===== src/rtl/keypad_scanner.sv =====
// keypad_scanner: 4x4 matrix keypad scanner.
// Drives one active-low row at a time. Each row is held for SETTLE_CYCLES
// clocks and then its columns are sampled in a single SAMPLE cycle. The
// sampled keys update a registered 16-bit held-key vector and a one-cycle
// press pulse per key.
// Optional feature macro: KEYPAD_DEBOUNCE_EN. When it is defined, each key
// owns a disagreement counter and only flips after DEBOUNCE_SCANS consecutive
// disagreeing samples. When it is undefined, each sample is copied straight
// into the state bits.
module keypad_scanner #(
   parameter int unsigned SETTLE_CYCLES  = 1000,
   parameter int unsigned DEBOUNCE_SCANS = 4
) (
   input  logic        clk_in,
   input  logic        rst_in,
   input  logic [3:0]  col_in,
   output logic [3:0]  row_out,
   output logic [15:0] key_state_out,
   output logic [15:0] key_press_out,
   output logic        scan_done_out
);

   localparam int unsigned CntW = (SETTLE_CYCLES > 1) ? $clog2(SETTLE_CYCLES) : 1;
   localparam logic [CntW-1:0] LastCnt = CntW'(SETTLE_CYCLES - 1);

   typedef enum logic {
      SETTLE,
      SAMPLE
   } state_e;

   state_e          state_q, state_d;
   logic [CntW-1:0] settleCnt_q, settleCnt_d;
   logic [1:0]      rowIdx_q;
   logic [1:0]      rowNext;
   logic [3:0]      rowOut_q;
   logic [3:0]      colMeta_q, colSync_q;
   logic [15:0]     keyState_q, keyState_d;
   logic [15:0]     keyPress_q;
   logic            scanDone_q;
   logic            sampleEn;
   logic [3:0]      raw;

   assign rowNext       = rowIdx_q + 2'd1;
   assign raw           = ~colSync_q;
   assign row_out       = rowOut_q;
   assign key_state_out = keyState_q;
   assign key_press_out = keyPress_q;
   assign scan_done_out = scanDone_q;

   // Two-flop synchronizer for the asynchronous, pulled-up column lines
   always_ff @(posedge clk_in or posedge rst_in) begin
      if (rst_in) begin
         colMeta_q <= 4'hF;
         colSync_q <= 4'hF;
      end else begin
         colMeta_q <= col_in;
         colSync_q <= colMeta_q;
      end
   end

   // FSM state register
   always_ff @(posedge clk_in or posedge rst_in) begin
      if (rst_in) begin
         state_q <= SETTLE;
      end else begin
         state_q <= state_d;
      end
   end

   // FSM next state: settle for SETTLE_CYCLES cycles, then sample for one cycle
   always_comb begin
      state_d = state_q;
      case (state_q)
         SETTLE:  if (settleCnt_q == LastCnt) state_d = SAMPLE;
         SAMPLE:  state_d = SETTLE;
         default: state_d = SETTLE;
      endcase
   end

   // FSM outputs: the sample strobe and the next settle count
   always_comb begin
      sampleEn    = 1'b0;
      settleCnt_d = settleCnt_q;
      case (state_q)
         SETTLE: settleCnt_d = settleCnt_q + 1'b1;
         SAMPLE: begin
            sampleEn    = 1'b1;
            settleCnt_d = '0;
         end
         default: settleCnt_d = '0;
      endcase
   end

   // Settle counter register
   always_ff @(posedge clk_in or posedge rst_in) begin
      if (rst_in) begin
         settleCnt_q <= '0;
      end else begin
         settleCnt_q <= settleCnt_d;
      end
   end

   // Row index and registered row drive; the new row appears the cycle after SAMPLE
   always_ff @(posedge clk_in or posedge rst_in) begin
      if (rst_in) begin
         rowIdx_q <= 2'd0;
         rowOut_q <= 4'b1110;
      end else if (sampleEn) begin
         rowIdx_q <= rowNext;
         rowOut_q <= ~(4'b0001 << rowNext);
      end
   end

`ifdef KEYPAD_DEBOUNCE_EN
   localparam logic [3:0] DebLimit = 4'(DEBOUNCE_SCANS);

   logic [3:0] debCnt_q [16];
   logic [3:0] debCnt_d [16];

   // Debounce: a key flips only after DebLimit consecutive disagreeing samples of its row
   always_comb begin
      logic [3:0] cntInc;
      cntInc     = '0;
      keyState_d = keyState_q;
      for (int i = 0; i < 16; i++) begin
         debCnt_d[i] = debCnt_q[i];
         if (sampleEn && (rowIdx_q == 2'(i / 4))) begin
            if (raw[i % 4] == keyState_q[i]) begin
               debCnt_d[i] = '0;
            end else begin
               cntInc = debCnt_q[i] + 4'd1;
               if (cntInc == DebLimit) begin
                  keyState_d[i] = ~keyState_q[i];
                  debCnt_d[i]   = '0;
               end else begin
                  debCnt_d[i] = cntInc;
               end
            end
         end
      end
   end

   // Debounce counter registers; reset discards any partial progress
   always_ff @(posedge clk_in or posedge rst_in) begin
      if (rst_in) begin
         for (int i = 0; i < 16; i++) debCnt_q[i] <= '0;
      end else begin
         for (int i = 0; i < 16; i++) debCnt_q[i] <= debCnt_d[i];
      end
   end
`else
   // DEBOUNCE_SCANS has no effect without debounce; reduced here so it is still referenced
   logic unusedDebounceScans;
   assign unusedDebounceScans = ^DEBOUNCE_SCANS;

   // No debounce: the sampled row is copied straight into its four state bits
   always_comb begin
      keyState_d = keyState_q;
      if (sampleEn) begin
         keyState_d[{rowIdx_q, 2'b00} +: 4] = raw;
      end
   end
`endif

   // Registered outputs: held-key vector, rising-edge press pulses, frame-done pulse
   always_ff @(posedge clk_in or posedge rst_in) begin
      if (rst_in) begin
         keyState_q <= 16'h0000;
         keyPress_q <= 16'h0000;
         scanDone_q <= 1'b0;
      end else begin
         keyState_q <= keyState_d;
         keyPress_q <= keyState_d & ~keyState_q;
         scanDone_q <= sampleEn && (rowIdx_q == 2'd3);
      end
   end

endmodule


===== config.mk =====
export PLATFORM = sky130hd
export DESIGN_NAME = keypad_scanner
export DESIGN_NICKNAME = d
export VERILOG_FILES = /design/src/rtl/keypad_scanner.sv
export SDC_FILE = /design/constraint.sdc
export NUM_CORES = 1
export LEC_CHECK = 0
export CAP_MARGIN = 20
export CORE_MARGIN = 10
export CORE_UTILIZATION = 54
export DETAILED_ROUTE_END_ITERATION = 8
export HOLD_SLACK_MARGIN = 0.08
export PLACE_DENSITY = 0.83
export SLEW_MARGIN = 5
export SYNTH_ARGS = -nofsm -noshare
export SYNTH_HDL_FRONTEND = slang
export SYNTH_SLANG_ARGS = --single-unit

===== constraint.sdc =====
create_clock -name clk_in -period 5.4 [get_ports clk_in]
set_input_delay 1.08 -clock clk_in [delete_from_list [all_inputs] [get_ports clk_in]]
set_output_delay 1.08 -clock clk_in [all_outputs]
set_load 0.005 [all_outputs]

==> metrics.txt, run 1 <==
number of flops mapped to enable cells by yosys=0; CTS root buf=clkbuf_8; Clock Pin Slew Worst Setup and Hold Paths=0.05 ns; Post-DP Area=2610 um^2; Routed Antenna Nets=0; synthesized cell area=2140 um^2; die area=6880 um^2; Hold Path Origin=colMeta_q[2]; worst setup path class=reg2out; Max Buffers Root-to-Sink=2; number of global-route vias before repair=1590; DRT Pass-1 Iters=4; die width=82.9 um; YS warnings=0; Max Cap Viol=0; slowest CP cell=dfstp_2; Final Setup Violations=0; cell area after layout=2780 um^2; outcome=finished clean; Max IR drop VDD=0.186 mV; Total Routed Length=4.36 mm; vias per cell=5.37; core area=3740 um^2; # Post-CTS Setup Buffers=0; Final period util=45.1%; CTS buffer count=9; worst skew pair latency=0.33 ns; Hold Path Cell Cnt=0; Top FF cell, synth=dfrtp_1; PostCTS Resize Cnt=0; Startpoint Class=flip-flop; Hold Path Class=reg2reg; IO Pins=43; crit path capture type=output port; Crit Path Max Fanout=2; FP Rows=22; Nets=237; actual slew at the worst max-slew pin=0.814 ns; GRT Resource Usage Total=13.3%; number of synthesized register bits=58; GPL Wtd Cong=0.773; number of DRC markers in iteration 0=80; Area growth, synth to finish=29.8%; syn_area_per_cell=12.3 um^2; setup_tns=0 ns; Buffers & Inverters on Critical Path=1; CP top delay family=flip-flops; largest net degree at the start of global routing=59; CTS Hold Bufs=0; R2R depth=3; # DRC=0; global-route wire length before repair=7.62 mm; initial antenna violation count=0; H-tree depth=3; worst path arrival time=1.36 ns; Final Skew=0.00827 ns; per-cell routed wire length=15.7 um; critical path cell sequence=clkdlybuf4s50_1; Antenna Cells=0; FF-to-FF Start=state_q; estimated wirelength of the detail-placed design=3.08 mm; die span in y=82.9 um; TritonCTS clock tree=done; fillers=268; final worst path period need=2.44 ns; hold endpoint=colSync_q[2]; relative slew slack=45.7%; share of layout cells above drive strength 1=12.6%; RSZ-0062 raised after global routing=no; register area=1470 um^2; Synth Instances=174; syn nets=186; reg2reg end=key_state_out[2]; required time worst endpoint=4.32 ns; Leak Pwr=1.20 nW; CP max stage delay=0.53 ns; asr flop ratio synth=100%; via count=1492; Port-buffer cells=42; total global routing overflow=0; clk sink count=58; Worst R2R Setup Slack=3.36 ns; Slew Limit Fails=0; area of the multi-input gates=626 um^2; Fmax achieved=410 MHz; initial core utilization=57.1%; smallest hold slack=0.354 ns; register area share after synthesis=68.5%; Yosys cell types=29; Pwr Density=277 nW/um^2; Final Hold Fails=0
[flip-flops by register name, indices dropped and copies added (netlist names)]
signal,flops
state_q,1
colSync_q,4
scan_done_out,1
key_press_out,16
row_out,4
rowIdx_q,2
key_state_out,16
colMeta_q,4
settleCnt_q,10
[Yosys cell counts (2+ instances only)]
cell     count  area [um^2]
a21oi_1      4         20.0
buf_2        2         10.0
dfrtp_1     47         1180
dfstp_2     11          289
ha_1         6         75.1
inv_1        9         33.8
mux2i_1      4         40.0
nand2_1     22         82.6
nand3_1      6         30.0
nand4_1      2         12.5
nor2_1       5         18.8
nor2b_1      2         12.5
nor3_1      13         65.1
nor3_2       4         40.0
o21ai_0     16         80.1
o21ai_1      4         20.0
or3_1        3         18.8
xor2_1       3         26.3
[cells by family after synthesis]
family                   Yosys count  share of synthesized area, %
flip-flops                        58                          68.5
buffers and inverters             12                          2.22
AND/OR/NAND/NOR                   64                          15.7
multiplexers                       5                          2.40
adder cells (fa/ha/maj)            6                          3.51
XOR/XNOR                           4                          1.64
AO/OA/AOI/OAI                     25                          5.97
[worst reg2reg max path: stages, from the launching register on]
cell     delay [ns]
dfrtp_1        0.87
nand2_2        0.19
or4b_1         0.70
o21ai_1        0.21
[layout by cell type, fill, tap and decap left out, drive strengths merged]
cell and count:
clkinv 1, dfstp 11, clkdlybuf4s50 42, or4 1, nor4 1, dfrtp 47
xor2 3, ha 6, o31ai 1, clkbuf 15, nor2 5, o21ai 20
nand4b 1, nor3 17, xnor2 1, nand3 6, nor3b 1, or4b 1
nor4bb 1, nor2b 2, buf 1, or3 3, nand2 23, nand4 2
mux2i 4, a21oi 4, inv 9, mux2 1
[report_power, final]
| group | switching (mW) | leakage, nW | internal, mW |
|---|---|---|---|
| clock network | 0.145 | 0.0757 | 0.167 |
| logic | 0.00839 | 0.370 | 0.00474 |
| registers | 0.00471 | 0.758 | 0.441 |
[layer usage]
metal,vias to the layer above,share of wire (%),GRT usage (%)
met3,11,6.7,6.54
met5,-,0,0
met1,749,41,14.2
li1,694,-,-
met4,0,1.2,4.15
met2,38,51,22.6
[worst max path at each step]
stage | from | endpoint | cells after the start
finish | row_out[2] | row_out[2] | 1
global route | row_out[2] | row_out[2] | 1
CTS | row_out[2] | row_out[2] | 1
detailed placement | rst_in | key_state_out[1] | 2
global placement | rst_in | key_press_out[0] | 2
floorplan | rst_in | key_press_out[0] | 1
[through the flow]
step,worst slack (ns),power (mW),utilization (%),instances
after floorplan,2.91,0.457,-,174
after CTS,2.93,0.775,73.6,277
after global placement,3.01,0.464,69.6,261
final,2.96,0.770,74.2,278
after global routing,2.91,0.801,74.2,278
after detailed placement,2.95,0.465,69.6,261
[area by class of cell]
type / count / area share (%)
inverter: 9 / 1.22
clock inverter: 1 / 0.180
multi-input combinational: 104 / 22.5
sequential: 58 / 52.8
clock buffer: 15 / 5.27
tap: 48 / 2.16
timing repair buffer: 43 / 15.9
(Power assumes the default switching activity.)
==> run 2, diff against run 1 <==
--- a/config.mk
+++ b/config.mk
@@ -7,10 +7,10 @@
 export LEC_CHECK = 0
 export CAP_MARGIN = 20
 export CORE_MARGIN = 10
-export CORE_UTILIZATION = 54
+export CORE_UTILIZATION = 45
 export DETAILED_ROUTE_END_ITERATION = 8
 export HOLD_SLACK_MARGIN = 0.08
-export PLACE_DENSITY = 0.83
+export PLACE_DENSITY = 0.74
 export SLEW_MARGIN = 5
 export SYNTH_ARGS = -nofsm -noshare
 export SYNTH_HDL_FRONTEND = slang
==> constraint.sdc (replaced) <==
create_clock -name clk_in -period 2.1 [get_ports clk_in]
set_input_delay 0.42 -clock clk_in [delete_from_list [all_inputs] [get_ports clk_in]]
set_output_delay 0.42 -clock clk_in [all_outputs]
set_load 0.005 [all_outputs]
==> run 2 against run 1 <==
Effect of this change:
- cell area grew 2.9%
- sequential share of layout area is 1.5 points lower
- final cell count rose by 2.5%
- non-clock buffer count increased by 1
- register-to-register slack worse by 3.2 ns
- worst setup slack worse by 2.8 ns
- total power rose to 2.8 times the previous value
- clock-buffer cell count did not move
- critical path type is now reg2reg
==> metrics.txt, run 2 (synthesized netlist as in run 1, its figures left out) <==
# DRC=0; Hold Path Class=reg2reg; number of DRC markers in iteration 0=64; Max IR drop VDD=0.473 mV; slowest CP cell=or4b_1; CP top delay family=simple AND/OR/NAND/NOR gates; share of layout cells above drive strength 1=16.5%; Nets=238; per-cell routed wire length=15.1 um; CP max stage delay=0.69 ns; initial core utilization=45.9%; critical path cell sequence=inv_1 > ha_1 > or4b_1 > o21ai_1; Antenna Cells=0; GRT Resource Usage Total=12.0%; Total Routed Length=4.30 mm; relative slew slack=75.6%; Crit Path Max Fanout=8; die span in y=88.9 um; crit path capture type=flip-flop; Startpoint Class=flip-flop; final worst path period need=1.95 ns; Leak Pwr=1.24 nW; estimated wirelength of the detail-placed design=2.99 mm; most common cell after layout, fill and taps aside=dfrtp_1; Final Setup Violations=0; R2R depth=4; IO Pins=43; Hold Path Cell Cnt=0; core area=4660 um^2; worst path arrival time=2.19 ns; Clock Pin Slew Worst Setup and Hold Paths=0.06 ns; DRT Pass-1 Iters=4; Final Skew=0.00677 ns; setup_tns=0 ns; FP Rows=25; largest net degree at the start of global routing=59; Port-buffer cells=42; clk sink count=58; global-route wire length before repair=7.17 mm; GPL Wtd Cong=0.777; vias per cell=5.09; Fmax achieved=514 MHz; number of global-route vias before repair=1473; Final Hold Fails=0; die width=88.9 um; TritonCTS clock tree=done; Max Cap Viol=0; CTS buffer count=9; commonest non-fill, non-tap cells in the layout=47 x dfrtp_1, 42 x clkdlybuf4s50_1, 22 x nand2_1, 16 x o21ai_0, 14 x clkbuf_8; Buffers & Inverters on Critical Path=1; CTS root buf=clkbuf_8; Final period util=92.7%; Pwr Density=761 nW/um^2; outcome=finished clean; via count=1450; worst skew pair latency=0.33 ns; WP depth=4; Max Buffers Root-to-Sink=2; fin cells=285; initial antenna violation count=0; H-tree depth=3; Slew Limit Fails=0; Area growth, synth to finish=33.6%; actual slew at the worst max-slew pin=0.361 ns; die area=7910 um^2; RSZ-0062 raised after global routing=no; worst setup path class=reg2reg; Routed Antenna Nets=0; total global routing overflow=0; Placed Cells=269; required time worst endpoint=2.35 ns
==> run 2: cell types whose count changed in the layout (fill, tap and decap cells not counted) <==
cell,change
clkbuf_1,-5
clkbuf_8,+5
nand3_1,-2
nand3_2,+2
buf_4,+1
nor4bb_1,-1
nor4bb_2,+1
==> run 2: final cells by class <==
class                      count  area [um^2]
clock buffer                  15          196
clock inverter                 1         5.00
fill                         380         1800
inverter                       9         33.8
multi-input combinational    104          642
sequential                    58         1470
tap                           54         67.6
timing repair buffer          44          448
==> run 2: path summary, 6_finish.rpt <==
check	startpoint	endpoint	slack [ns]
setup / recovery	rowIdx_q[0]	key_state_out[0]	0.15
min in group asynchronous	rst_in	key_press_out[7]	0.48
setup reg to reg	rowIdx_q[0]	key_state_out[0]	0.15
hold reg to reg	colMeta_q[2]	colSync_q[2]	0.35
max in group asynchronous	rst_in	colMeta_q[0]	1.33
hold / removal	colMeta_q[2]	colSync_q[2]	0.35
==> run 2: stage by stage <==
step | instance area (um^2) | power [mW] | hold WS, ns | setup slack, ns | util (%)
after CTS | 2840 | 2.20 | 0.352 | 0.151 | 61.0
after floorplan | 2140 | 1.18 | 0.345 | 0.270 | -
final | 2860 | 2.17 | 0.350 | 0.153 | 61.3
after detailed placement | 2640 | 1.20 | 0.347 | 0.167 | 56.6
after global routing | 2860 | 2.26 | 0.356 | 0.0225 | 61.3
after global placement | 2640 | 1.20 | 0.347 | 0.247 | 56.6
==> run 2: layer usage <==
metal | global-route usage (%) | share of wire (%)
met1 | 13.9 | 43
met2 | 18.7 | 47
met3 | 4.38 | 7.3
met4 | 7.37 | 2.2
met5 | 0 | 0
==> run 2: repair_timing <==
item                       CTS  global route
setup buffers                0             0
hold buffers                 0             0
setup endpoints to repair    0            11
gates resized for setup      0             3
==> run 2: where the power goes <==
part           switching (mW)  internal (mW)
Sequential             0.0118           1.13
Combinational          0.0221         0.0124
Clock                   0.407          0.588
Total                   0.441           1.73
==> run 3, diff against run 2 <==
--- a/config.mk
+++ b/config.mk
@@ -5,6 +5,7 @@
 export SDC_FILE = /design/constraint.sdc
 export NUM_CORES = 1
 export LEC_CHECK = 0
+export ABC_AREA = 1
 export CAP_MARGIN = 20
 export CORE_MARGIN = 10
 export CORE_UTILIZATION = 45
==> run 3 against run 2 <==
Effect of this change:
- worst setup slack improved by 0.14 ns
- cell area increased by 1.0%
- non-clock buffer count unchanged
- utilization decreased by 0.20 points
==> metrics.txt, run 3 <==
H-tree depth=3; reg2reg end=key_press_out[9]; initial antenna violation count=0; setup_tns=0 ns; worst skew pair latency=0.33 ns; FP Rows=25; Nets=282; Hold Path Origin=colMeta_q[1]; Final period util=85.8%; Final Power=2.11 mW; final worst path period need=1.80 ns; initial core utilization=46.1%; core area=4720 um^2; per-cell routed wire length=12.0 um; R2R depth=6; outcome=finished clean; critical path cell sequence=clkdlybuf4s50_1; share of layout cells above drive strength 1=10.5%; Buffers & Inverters on Critical Path=1; via count=1569; Max Cap Viol=0; most common cell after layout, fill and taps aside=nand2_1; Clk pwr share=44.3%; FF-to-FF Start=rowIdx_q[0]; YS warnings=0; Fmax achieved=555 MHz; Slew Limit Fails=0; cell taking the most area after synthesis=dfrtp_1; number of flops mapped to enable cells by yosys=0; crit path capture type=output port; relative slew slack=80.8%; # DRC=0; IO Pins=43; hold endpoint=colSync_q[1]; number of DRC markers in iteration 0=98; Net Switching=419 uW; estimated wirelength of the detail-placed design=3.00 mm; Max Buffers Root-to-Sink=2; TritonCTS clock tree=done; register area=1470 um^2; Clock Pin Slew Worst Setup and Hold Paths=0.06 ns; largest cells by area after synthesis=dfrtp_1 54%, dfstp_2 13%, nand2_1 10%; commonest non-fill, non-tap cells in the layout=59 x nand2_1, 47 x dfrtp_1, 42 x clkdlybuf4s50_1, 37 x nor2_1, 21 x inv_1; GRT Resource Usage Total=11.8%; syn nets=228; actual slew at the worst max-slew pin=0.286 ns; required time worst endpoint=1.68 ns; clk sink count=58; Area growth, synth to finish=32.4%; worst setup path class=reg2out; DP Worst Slack=0.468 ns; top cell type's share of synthesized area=54.0%; slack of the critical path=0.298 ns; Total Routed Length=4.11 mm; RSZ-0062 raised after global routing=no; Seq pwr share=53.9%; die area=8030 um^2; Worst R2R Setup Slack=0.42 ns; global-route wire length before repair=7.11 mm; Port-buffer cells=42; Yosys cell types=18; asr flop ratio synth=100%; synthesized cell area=2180 um^2; CTS buffer count=9; Antenna Cells=0; GPL Wtd Cong=0.780; CTS root buf=clkbuf_8; PostCTS Resize Cnt=0; worst path arrival time=1.38 ns; Final Skew=0.0101 ns; CTS Hold Bufs=0; register area share after synthesis=67.2%; CP max stage delay=0.53 ns; die span in y=89.6 um; slowest CP cell=dfstp_2; fillers=374; most common cell in the synthesized netlist=nand2_1; DRT Pass-1 Iters=4; Post-synth top cells=59 x nand2_1, 47 x dfrtp_1, 37 x nor2_1, 22 x inv_1, 11 x dfstp_2; Pwr Density=730 nW/um^2; Startpoint Class=flip-flop; largest net degree at the start of global routing=59; area of the multi-input gates=627 um^2; Hold Path Cell Cnt=0; number of synthesized register bits=58; vias per cell=4.59; number of global-route vias before repair=1574; smallest hold slack=0.355 ns; Final Setup Violations=0; Max IR drop VDD=0.439 mV; Leak Pwr=1.50 nW; Routed Antenna Nets=0; Sw Share=19.9%; Top FF cell, synth=dfrtp_1; Pint=1.69 mW; Synth Instances=216; # Post-CTS Setup Buffers=0; Crit Path Max Fanout=2; Comb pwr share=1.7%; total global routing overflow=0; syn_area_per_cell=10.1 um^2; Final Hold Fails=0; Hold Path Class=reg2reg; die width=89.6 um; CP top delay family=flip-flops
[run 3: cell types whose count changed after synthesis, sizes merged, moves of 3 or more]
cell,change
or3,-3
inv,+13
nand2,+36
nor2,+33
nand4,+4
nor3,-12
o21ai,-14
mux2i,-4
[run 3: final cells by class]
class	instances	area share, %
Clock inverter	4	1.56
Multi-Input combinational cell	135	21.7
Clock buffer	12	4.68
Inverter	22	2.86
Sequential cell	58	50.8
Tap cell	67	2.90
Timing Repair Buffer	44	15.5
[run 3: power by group through the flow]
stage	Sequential [mW]	Combinational, mW	Clock (mW)
after global placement	1.16	0.0382	0
after detailed placement	1.16	0.0383	0
after CTS	1.14	0.0382	0.971
final	1.14	0.0360	0.934
after global routing	1.14	0.0425	1.02
after floorplan	1.15	0.0183	0
[run 3: kinds of logic (layout without fill, tap and decap cells)]
logic type | count (synthesis) | in the layout | synth area share, %
adders and majority gates | 6 | 6 | 3.44
xor gates and xnor gates | 1 | 1 | 0.402
and+or+nand+nor | 116 | 116 | 21.9
AOI/OAI and AO/OA | 12 | 12 | 3.04
buffers and inverters | 23 | 82 | 4.02
DFF | 58 | 58 | 67.2
[run 3: per-stage QoR]
| step | instance area, um^2 | cells | utilization (%) |
|---|---|---|---|
| 2_1_floorplan | 2180 | 216 | - |
| 3_3_place_gp | 2710 | 326 | 57.3 |
| 4_1_cts | 2890 | 342 | 61.1 |
| 3_5_place_dp | 2710 | 326 | 57.3 |
| 5_1_grt | 2890 | 342 | 61.1 |
| 6_report | 2890 | 342 | 61.1 |
[run 3: layer usage]
metal  wire length [um]  up-vias  part of all wire (%)  track usage, %
met5                  0        -                     0               0
met2               1890       44                    46            18.2
met1               1840      730                    45            13.4
met3                274        8                   6.7            4.42
li1                   -      787                     -               -
met4                107        0                   2.6            8.24
[run 3: worst max path at each step]
stage                        endpoint        start  cells after the start
finish                     row_out[3]   row_out[3]                      1
global route               row_out[3]   row_out[3]                      1
CTS                        row_out[3]   row_out[3]                      1
detailed placement   key_press_out[9]  rowIdx_q[0]                      6
global placement    key_press_out[11]  rowIdx_q[0]                      6
floorplan            key_press_out[0]       rst_in                      1
